### src/rtl/matrix_uart_printer_if.sv
// ============================================================================
// Module   : matrix_uart_printer_if
// Brief    : Control, BRAM read and UART byte-stream signals of the printer.
// Revision : 1.0 - initial release
// ============================================================================
`default_nettype none

interface matrix_uart_printer_if #(
  parameter int ADDR_WIDTH = 14
);
  logic                  start;
  logic [2:0]            matrix_id;
  logic [ADDR_WIDTH-1:0] bram_addr;
  logic [31:0]           bram_data;
  logic [7:0]            uart_tx_data;
  logic                  uart_tx_valid;
  logic                  uart_tx_ready;
  logic                  busy;
  logic                  done;
  logic                  error;

  // The printer drives BRAM address, UART bytes and status.
  modport master (
    input  start, matrix_id, bram_data, uart_tx_ready,
    output bram_addr, uart_tx_data, uart_tx_valid, busy, done, error
  );

  modport slave (
    output start, matrix_id, bram_data, uart_tx_ready,
    input  bram_addr, uart_tx_data, uart_tx_valid, busy, done, error
  );
endinterface

`default_nettype wire

### src/rtl/matrix_uart_printer.sv
// ============================================================================
// Module   : matrix_uart_printer
// Brief    : Reads a matrix slot from BRAM and streams it as signed decimal
//            ASCII text over a valid/ready byte interface.
//            Optional macro PRINTER_HEADER_EN prefixes the "<rows> <cols>\n" line.
// Revision : 1.0 - initial release
// ============================================================================
`default_nettype none

module matrix_uart_printer #(
  parameter int BLOCK_SIZE = 1152,
  parameter int ADDR_WIDTH = 14
) (
  input  logic                    clk,
  input  logic                    rst,
  matrix_uart_printer_if.master   bus
);

  typedef enum logic [3:0] {
    IDLE       = 4'd0,
    HDR_RD     = 4'd1,
    HDR_WAIT   = 4'd2,
    ELEM_RD    = 4'd3,
    ELEM_WAIT  = 4'd4,
    CONV       = 4'd5,
    EMIT_SIGN  = 4'd6,
    EMIT_DIGIT = 4'd7,
    EMIT_SEP   = 4'd8,
    EMIT_NL    = 4'd9,
    DONE       = 4'd10,
    EMIT_HDR   = 4'd11
  } state_t;

  state_t                r_state;
  state_t                w_next;
  logic [ADDR_WIDTH-1:0] r_addr;
  logic [2:0]            r_rows;
  logic [2:0]            r_cols;
  logic [2:0]            r_row;
  logic [2:0]            r_col;
  logic                  r_neg;
  logic [31:0]           r_mag;
  logic [3:0]            r_digits [0:9];
  logic [3:0]            r_ndig;
  logic                  r_error;
`ifdef PRINTER_HEADER_EN
  logic [1:0]            r_hdr_idx;
`endif

  logic                  w_valid;
  logic [7:0]            w_data;
  logic                  w_hdr_bad;
  logic [ADDR_WIDTH-1:0] w_base;
  logic [31:0]           w_quot;
  logic [3:0]            w_rem;
  logic [3:0]            w_dig_idx;
  logic                  w_last_col;
  logic                  w_last_row;

  assign w_base     = ADDR_WIDTH'(bus.matrix_id) * ADDR_WIDTH'(BLOCK_SIZE);
  assign w_hdr_bad  = (bus.bram_data[31:24] == 8'd0) || (bus.bram_data[31:24] > 8'd7) ||
                      (bus.bram_data[23:16] == 8'd0) || (bus.bram_data[23:16] > 8'd7);
  assign w_quot     = r_mag / 32'd10;
  assign w_rem      = 4'(r_mag % 32'd10);
  assign w_dig_idx  = r_ndig - 4'd1;
  assign w_last_col = (r_col == r_cols - 3'd1);
  assign w_last_row = (r_row == r_rows - 3'd1);

  always_ff @(posedge clk or posedge rst) begin
    if (rst) r_state <= IDLE;
    else     r_state <= w_next;
  end

  always_comb begin
    w_next  = r_state;
    w_valid = 1'b0;
    w_data  = 8'h00;
    case (r_state)
      IDLE:      if (bus.start) w_next = HDR_RD;
      HDR_RD:    w_next = HDR_WAIT;
      HDR_WAIT: begin
        if (w_hdr_bad) w_next = IDLE;
`ifdef PRINTER_HEADER_EN
        else           w_next = EMIT_HDR;
`else
        else           w_next = ELEM_RD;
`endif
      end
      ELEM_RD:   w_next = ELEM_WAIT;
      ELEM_WAIT: w_next = CONV;
      CONV:      if (w_quot == 32'd0) w_next = r_neg ? EMIT_SIGN : EMIT_DIGIT;
      EMIT_SIGN: begin
        w_valid = 1'b1;
        w_data  = 8'h2D;
        if (bus.uart_tx_ready) w_next = EMIT_DIGIT;
      end
      EMIT_DIGIT: begin
        w_valid = 1'b1;
        w_data  = 8'h30 + {4'h0, r_digits[w_dig_idx]};
        if (bus.uart_tx_ready && r_ndig == 4'd1) w_next = w_last_col ? EMIT_NL : EMIT_SEP;
      end
      EMIT_SEP: begin
        w_valid = 1'b1;
        w_data  = 8'h20;
        if (bus.uart_tx_ready) w_next = ELEM_RD;
      end
      EMIT_NL: begin
        w_valid = 1'b1;
        w_data  = 8'h0A;
        if (bus.uart_tx_ready) w_next = w_last_row ? DONE : ELEM_RD;
      end
      DONE:      w_next = IDLE;
`ifdef PRINTER_HEADER_EN
      EMIT_HDR: begin
        w_valid = 1'b1;
        case (r_hdr_idx)
          2'd0:    w_data = 8'h30 + {5'd0, r_rows};
          2'd1:    w_data = 8'h20;
          2'd2:    w_data = 8'h30 + {5'd0, r_cols};
          default: w_data = 8'h0A;
        endcase
        if (bus.uart_tx_ready && r_hdr_idx == 2'd3) w_next = ELEM_RD;
      end
`endif
      default:   w_next = IDLE;
    endcase
  end

  // Datapath: the address register only moves when a read is being set up.
  always_ff @(posedge clk or posedge rst) begin
    if (rst) begin
      r_addr  <= '0;
      r_rows  <= 3'd0;
      r_cols  <= 3'd0;
      r_row   <= 3'd0;
      r_col   <= 3'd0;
      r_neg   <= 1'b0;
      r_mag   <= 32'd0;
      r_ndig  <= 4'd0;
      r_error <= 1'b0;
      for (int i = 0; i < 10; i++) r_digits[i] <= 4'd0;
`ifdef PRINTER_HEADER_EN
      r_hdr_idx <= 2'd0;
`endif
    end else begin
      r_error <= 1'b0;
      case (r_state)
        IDLE: if (bus.start) r_addr <= w_base;
        HDR_WAIT: begin
          r_rows  <= bus.bram_data[26:24];
          r_cols  <= bus.bram_data[18:16];
          r_row   <= 3'd0;
          r_col   <= 3'd0;
          r_error <= w_hdr_bad;
          if (!w_hdr_bad) r_addr <= r_addr + ADDR_WIDTH'(3);
`ifdef PRINTER_HEADER_EN
          r_hdr_idx <= 2'd0;
`endif
        end
        ELEM_WAIT: begin
          // Magnitude is unsigned so the most negative value survives negation.
          r_neg  <= bus.bram_data[31];
          r_mag  <= bus.bram_data[31] ? (~bus.bram_data + 32'd1) : bus.bram_data;
          r_ndig <= 4'd0;
        end
        CONV: begin
          r_digits[r_ndig] <= w_rem;
          r_ndig           <= r_ndig + 4'd1;
          r_mag            <= w_quot;
        end
        EMIT_DIGIT: if (bus.uart_tx_ready) r_ndig <= r_ndig - 4'd1;
        EMIT_SEP: if (bus.uart_tx_ready) begin
          r_col  <= r_col + 3'd1;
          r_addr <= r_addr + ADDR_WIDTH'(1);
        end
        EMIT_NL: if (bus.uart_tx_ready && !w_last_row) begin
          r_row  <= r_row + 3'd1;
          r_col  <= 3'd0;
          r_addr <= r_addr + ADDR_WIDTH'(1);
        end
`ifdef PRINTER_HEADER_EN
        EMIT_HDR: if (bus.uart_tx_ready) r_hdr_idx <= r_hdr_idx + 2'd1;
`endif
        default: ;
      endcase
    end
  end

  assign bus.bram_addr     = r_addr;
  assign bus.uart_tx_valid = w_valid;
  assign bus.uart_tx_data  = w_data;
  assign bus.busy          = (r_state != IDLE);
  assign bus.done          = (r_state == DONE);
  assign bus.error         = r_error;

endmodule

`default_nettype wire
### src/flat_wrapper.sv
// flat-port wrapper written by rule: the top's interface ports become plain ports
module matrix_uart_printer_flat 
#(
  parameter int BLOCK_SIZE = 1152,
  parameter int ADDR_WIDTH = 14
)
  (clk, rst, bus_start, bus_matrix_id, bus_bram_data, bus_uart_tx_ready, bus_bram_addr, bus_uart_tx_data, bus_uart_tx_valid, bus_busy, bus_done, bus_error);
  matrix_uart_printer_if #(.ADDR_WIDTH(ADDR_WIDTH)) bus_i ();
  input  logic clk;
  input  logic rst;
  input wire logic [$bits(bus_i.start)-1:0] bus_start;
  input wire logic [$bits(bus_i.matrix_id)-1:0] bus_matrix_id;
  input wire logic [$bits(bus_i.bram_data)-1:0] bus_bram_data;
  input wire logic [$bits(bus_i.uart_tx_ready)-1:0] bus_uart_tx_ready;
  output wire logic [$bits(bus_i.bram_addr)-1:0] bus_bram_addr;
  output wire logic [$bits(bus_i.uart_tx_data)-1:0] bus_uart_tx_data;
  output wire logic [$bits(bus_i.uart_tx_valid)-1:0] bus_uart_tx_valid;
  output wire logic [$bits(bus_i.busy)-1:0] bus_busy;
  output wire logic [$bits(bus_i.done)-1:0] bus_done;
  output wire logic [$bits(bus_i.error)-1:0] bus_error;
  assign bus_i.start = bus_start;
  assign bus_i.matrix_id = bus_matrix_id;
  assign bus_i.bram_data = bus_bram_data;
  assign bus_i.uart_tx_ready = bus_uart_tx_ready;
  assign bus_bram_addr = bus_i.bram_addr;
  assign bus_uart_tx_data = bus_i.uart_tx_data;
  assign bus_uart_tx_valid = bus_i.uart_tx_valid;
  assign bus_busy = bus_i.busy;
  assign bus_done = bus_i.done;
  assign bus_error = bus_i.error;
  matrix_uart_printer #(.BLOCK_SIZE(BLOCK_SIZE), .ADDR_WIDTH(ADDR_WIDTH)) u_core (.clk(clk), .rst(rst), .bus(bus_i));
endmodule
### config.mk
export PLATFORM = sky130hd
export DESIGN_NAME = matrix_uart_printer_flat
export DESIGN_NICKNAME = d
export VERILOG_FILES = /design/src/rtl/matrix_uart_printer_if.sv /design/src/rtl/matrix_uart_printer.sv /design/src/flat_wrapper.sv
export SDC_FILE = /design/constraint.sdc
export NUM_CORES = 1
export LEC_CHECK = 0
export ABC_AREA = 1
export CAP_MARGIN = 5
export CORE_UTILIZATION = 30
export DETAILED_ROUTE_END_ITERATION = 10
export PLACE_DENSITY = 0.44
export SLEW_MARGIN = 25
export SYNTH_ARGS = -nofsm -noshare
export SYNTH_HDL_FRONTEND = slang
export SYNTH_SLANG_ARGS = --single-unit
### constraint.sdc
create_clock -name clk -period 12.7 [get_ports clk]
set_input_delay 2.54 -clock clk [delete_from_list [all_inputs] [get_ports clk]]
set_output_delay 2.54 -clock clk [all_outputs]
set_load 0.02 [all_outputs]
==> results_dict.tcl, run 1 <==
set metrics [dict create \
    drive_gt1_frac 0.172 \
    cts_tree "built" \
    start_util 0.305 \
    clock_sinks 108 \
    rsz0062_at_grt "no" \
    cts_buffers 9 \
    arrival_ns 11.29 \
    critPathSlowestCell "o21ai_2" \
    track_usage 0.172 \
    worstSetupStartpointType "flip-flop" \
    synth_area_leader_cell "dfrtp_1" \
    synth_most_common_cell "nand2_1" \
    clk_pin_slew_worst_paths_ns 0.09 \
    h-tree-depth 3 \
    drc 0 \
    nets 1438 \
    antenna_left 0 \
    num_rows 63 \
    worst_setup_path_end_kind "flip-flop" \
    setup_violations 0 \
    cts.repair.resized 0 \
    ys_top_cells_by_count "366 x nand2_1, 134 x inv_1, 131 x nand3_1" \
    insertion_delay_ns 0.36 \
    synth_cell_types 66 \
    dp_hpwl_um 19400 \
    crit_type "reg2reg" \
    die_x_um 176 \
    grt_max_degree 77 \
    critical_path_required_ns 13.01 \
    overflow 0 \
    yosysWarnings 0 \
    grt_pass1_vias 8424 \
    skew_ns 0.0115 \
    critPathMaxStageDelay_ns 0.46 \
    die-area_um2 30900 \
    grt_pass1_wl_um 42900 \
    vias_per_cell 4.83 \
    die_h_um 176 \
    clock_path_buffers 2 \
    drv_cap 0 \
    drt_pre_antenna_iters 5 \
    wl_per_cell_um 14.4 \
    num_io_pins 65 \
    slew_violations 0 \
    vias 8610 \
    fmax_mhz 91.1 \
    antenna_found_initial 0 \
    timing.slew.headroom 0.363 \
    timing_worst_slew_pin_value_ns 0.956 \
    antenna-diode-count 0 \
    hp-class "reg2reg" \
    synth_top_area_frac 0.298 \
    totalWireLength_um 25700 \
    status "complete, no violations" \
    synth_area_leaders "dfrtp_1 30%, nand2_1 15%, nand3_1 7.2%" \
    n_fill_cell 3190 \
    fin_setup_tns_ns 0 \
    syn_to_final_growth_pct 14.9 \
    synth_area_per_cell_um2 6.81 \
    synthCells 1333 \
    async_reset_ff_frac 1.00 \
    finalHoldViolCount 0 \
    ys.flop_type "dfrtp_1" \
    cpMostUsedCell "nand2_2" \
    finalCritPeriodShare 0.865 \
    ctsHoldBuffers 0 \
    period_needed_ns 10.98 \
    synth_edf_count 0 \
    post_cts_buffers 0 \
    synth-seq-cells 108 \
    syn_area_um2 9070 \
    synth-seq-area-share 0.298 \
    ctsRootBufferMaster "clkbuf_16" \
    core-area_um2 29700 \
    place.gp.congestion 0.787 \
    port_buffers 62 \
    critPathMaxFanout 10 \
    drt_iter0_markers 361 \
]
-- cell usage in the layout, fill, tap and decap left out, types with 4 or more instances in the layout --
cell type	netlist	layout
nand3_1	131	131
o211ai_1	4	4
inv_4	3	4
inv_2	40	40
a221oi_1	4	4
inv_1	134	133
o311ai_1	4	4
nand3b_1	4	4
clkinv_1	6	6
buf_4	2	4
xnor2_1	9	9
dfrtp_1	108	108
o21ai_0	62	62
nor3_1	28	28
nor3b_1	6	6
nor4_1	4	4
xor2_1	12	12
mux2i_1	4	4
nand3_2	25	25
nor2_2	3	5
nand2_1	366	366
clkdlybuf4s50_1	0	62
clkbuf_16	0	9
o22ai_1	6	6
a21oi_1	53	53
nor2_1	70	68
nand4_1	15	15
nand2_2	81	81
o21ai_2	10	10
ha_1	11	11
o221ai_1	16	16
nand2_4	38	38
a31oi_1	6	6
-- through the flow --
step | area [um^2] | cells | worst slack [ns] | hold WS [ns] | utilization
floorplan | 9080 | 1334 | 3.32 | 0.444 | -
global route | 10400 | 1782 | 0.145 | 0.510 | 0.351
CTS | 10400 | 1782 | 1.64 | 0.491 | 0.351
finish | 10400 | 1782 | 1.72 | 0.487 | 0.351
global placement | 10100 | 1766 | 1.78 | 0.465 | 0.341
detailed placement | 10100 | 1766 | 1.68 | 0.466 | 0.341
-- cell type report --
class / instances / area, um^2 / share of cell area
inverters: 187 / 746 / 0.0715
clock inverters: 7 / 77.6 / 0.00744
clock buffers: 9 / 225 / 0.0216
multi-input cells: 1014 / 5530 / 0.530
well taps: 390 / 488 / 0.0468
repair buffers: 67 / 662 / 0.0635
flip-flops and latches: 108 / 2700 / 0.259
-- cell families (layout without fill, tap and decap cells) --
family / count (synthesis) / in the layout / share of synthesized area
simple gates: 783 / 783 / 0.434
buf+inv: 212 / 270 / 0.0940
compound gates: 192 / 192 / 0.132
flops: 108 / 108 / 0.298
xor+xnor: 21 / 21 / 0.0203
fa+ha+maj: 12 / 12 / 0.0174
mux: 4 / 4 / 0.00441
other cells: 1 / 2 / 0.000413
-- metal layers --
layer / wire length (um) / track usage / up-vias
met4: 251 / 0.0330 / 0
met3: 805 / 0.0247 / 18
met5: 0 / 0 / -
met1: 13100 / 0.241 / 3995
li1: - / - / 4483
met2: 11600 / 0.281 / 114
-- sequential cells by signal, indices dropped and copies added (netlist names), 4 cells and up --
signal,cells
u_core.r_digits,40
u_core.bus.bram_addr,14
u_core.r_mag,32
u_core.r_ndig,4
u_core.r_state,4
-- final timing paths --
path,startpoint,end,slack (ns),cells past startpoint
setup / recovery,u_core.r_mag[29],u_core.r_digits[15],1.72,116
hold / removal,u_core.r_digits[1],u_core.r_digits[1],0.49,2
setup reg to reg,u_core.r_mag[29],u_core.r_digits[15],1.72,116
hold reg to reg,u_core.r_digits[1],u_core.r_digits[1],0.49,2
max in group asynchronous,rst,u_core.r_mag[17],9.07,3
min in group asynchronous,rst,u_core.bus.bram_addr[4],2.54,2
-- critical path: cells and delay by family, from the launching register on --
| kind | cells | cell delay (ns) |
|---|---|---|
| compound gates | 3 | 0.93 |
| xor+xnor | 1 | 0.19 |
| buf+inv | 11 | 0.71 |
| flops | 1 | 0.42 |
| simple gates | 101 | 8.66 |
Power of run 1 is not shown: default switching activity piles up to over one toggle a cycle in this logic, so the estimate is an artifact.
==> run 2, diff against run 1 <==
Settings changed: SLEW_MARGIN 25 to default.
==> results_dict.tcl, run 2 (synthesis results as in run 1) <==
set metrics [dict create \
    status "complete, no violations" \
    clk_pin_slew_worst_paths_ns 0.09 \
    arrival_ns 11.34 \
    critPathSlowestCell "o21ai_2" \
    worst_setup_path_end_kind "flip-flop" \
    insertion_delay_ns 0.37 \
    met1_usage 0.243 \
    cts_buffers 9 \
    use_met2 0.282 \
    antenna-diode-count 0 \
    skew_ns 0.0119 \
    antenna_found_initial 0 \
    finalWorstSetupSlack_ns 1.67 \
    die-area_um2 30900 \
    start_util 0.305 \
    wl_per_cell_um 14.4 \
    r2r_slack_ns 1.67 \
    ctsHoldBuffers 0 \
    place.gp.congestion 0.787 \
    drt_pre_antenna_iters 5 \
    die_x_um 176 \
    grt_pass1_wl_um 43200 \
    critical_path_required_ns 13.01 \
    cts_tree "built" \
    n_fill_cell 3186 \
    finalCritPeriodShare 0.868 \
    cts.repair.resized 0 \
    multi_input_area_um2 5530 \
    placed_cell_area_um2 10100 \
    rsz0062_at_grt "no" \
    hp-class "reg2reg" \
    num_rows 63 \
    cpMostUsedCell "nand2_2" \
    crit_type "reg2reg" \
    syn_to_final_growth_pct 14.7 \
    dp_hpwl_um 19300 \
    largest_reg_flops 40 \
    fin_setup_tns_ns 0 \
    timing_worst_slew_pin_value_ns 1.05 \
    drt_iter0_markers 399 \
    timing.slew.headroom 0.300 \
    layout.cells.most_common "nand2_1" \
    crit_end "u_core.r_digits[15]" \
    drc 0 \
    grt_pass1_vias 8406 \
    r2r_start "u_core.r_mag[29]" \
    post_cts_buffers 0 \
    r2r_end "u_core.r_digits[15]" \
    reg2regPathDepth 116 \
    core-area_um2 29700 \
    track_usage 0.174 \
    drive_gt1_frac 0.172 \
    holdWs_ns 0.485 \
    clock_path_buffers 2 \
    period_needed_ns 11.03 \
    num_io_pins 65 \
    final_area_um2 10400 \
    h-tree-depth 3 \
    drv_cap 0 \
    overflow 0 \
    fmax_mhz 90.7 \
    port_buffers 62 \
    worstSetupStartpointType "flip-flop" \
    grt_use_met3 0.0227 \
    top_register "u_core.r_digits" \
    seq_area_um2 2700 \
    vias_per_cell 4.83 \
    die_h_um 176 \
    setup_violations 0 \
    ctsRootBufferMaster "clkbuf_16" \
    slew_violations 0 \
    totalWireLength_um 25700 \
    vias 8604 \
    grt.busiest_layer "met2" \
    finalHoldViolCount 0 \
    place_ws_ns 1.66 \
    critPathMaxFanout 10 \
    nets 1438 \
    critPathMaxStageDelay_ns 0.45 \
    antenna_left 0 \
    grt_max_degree 77 \
    layout_common_cells "366 x nand2_1, 133 x inv_1, 131 x nand3_1" \
    cp-startpoint "u_core.r_mag[29]" \
    clock_sinks 108 \
]
## run 2: cell type report
type,instances,share of cell area
tap,390,0.0469
multi-input combinational,1014,0.531
sequential,108,0.260
inverter,187,0.0716
clock inverter,7,0.00625
timing repair buffer,67,0.0632
clock buffer,9,0.0216
## run 2: worst max-delay path, delay by kind of cell, from the launching register on
family / cells / cell delay (ns)
simple gates: 100 / 8.59
buf+inv: 12 / 0.75
flops: 1 / 0.42
compound gates: 3 / 0.93
xor+xnor: 1 / 0.19
## run 2: stage by stage
step                utilization  instances
finish                    0.350       1782
global route              0.350       1782
CTS                       0.350       1782
detailed placement        0.341       1766
global placement          0.341       1766
floorplan                     -       1334
## run 2: routing by layer
layer | vias to the layer above | routed length, um
li1 | 4488 | -
met1 | 3968 | 12900
met2 | 127 | 11600
met3 | 21 | 818
met4 | 0 | 327
met5 | - | 0
## run 2: worst min-delay path by stage
stage	cells past startpoint	slack [ns]	end	start
after floorplan	2	0.44	u_core.r_neg	u_core.r_neg
after global placement	2	0.46	u_core.r_digits[7]	u_core.r_digits[7]
after detailed placement	2	0.47	u_core.r_digits[15]	u_core.r_digits[15]
after CTS	2	0.49	u_core.r_digits[3]	u_core.r_digits[3]
after global routing	2	0.50	u_core.r_digits[23]	u_core.r_digits[23]
final	2	0.49	u_core.r_digits[1]	u_core.r_digits[1]
Power of run 2 is left out for the same reason.
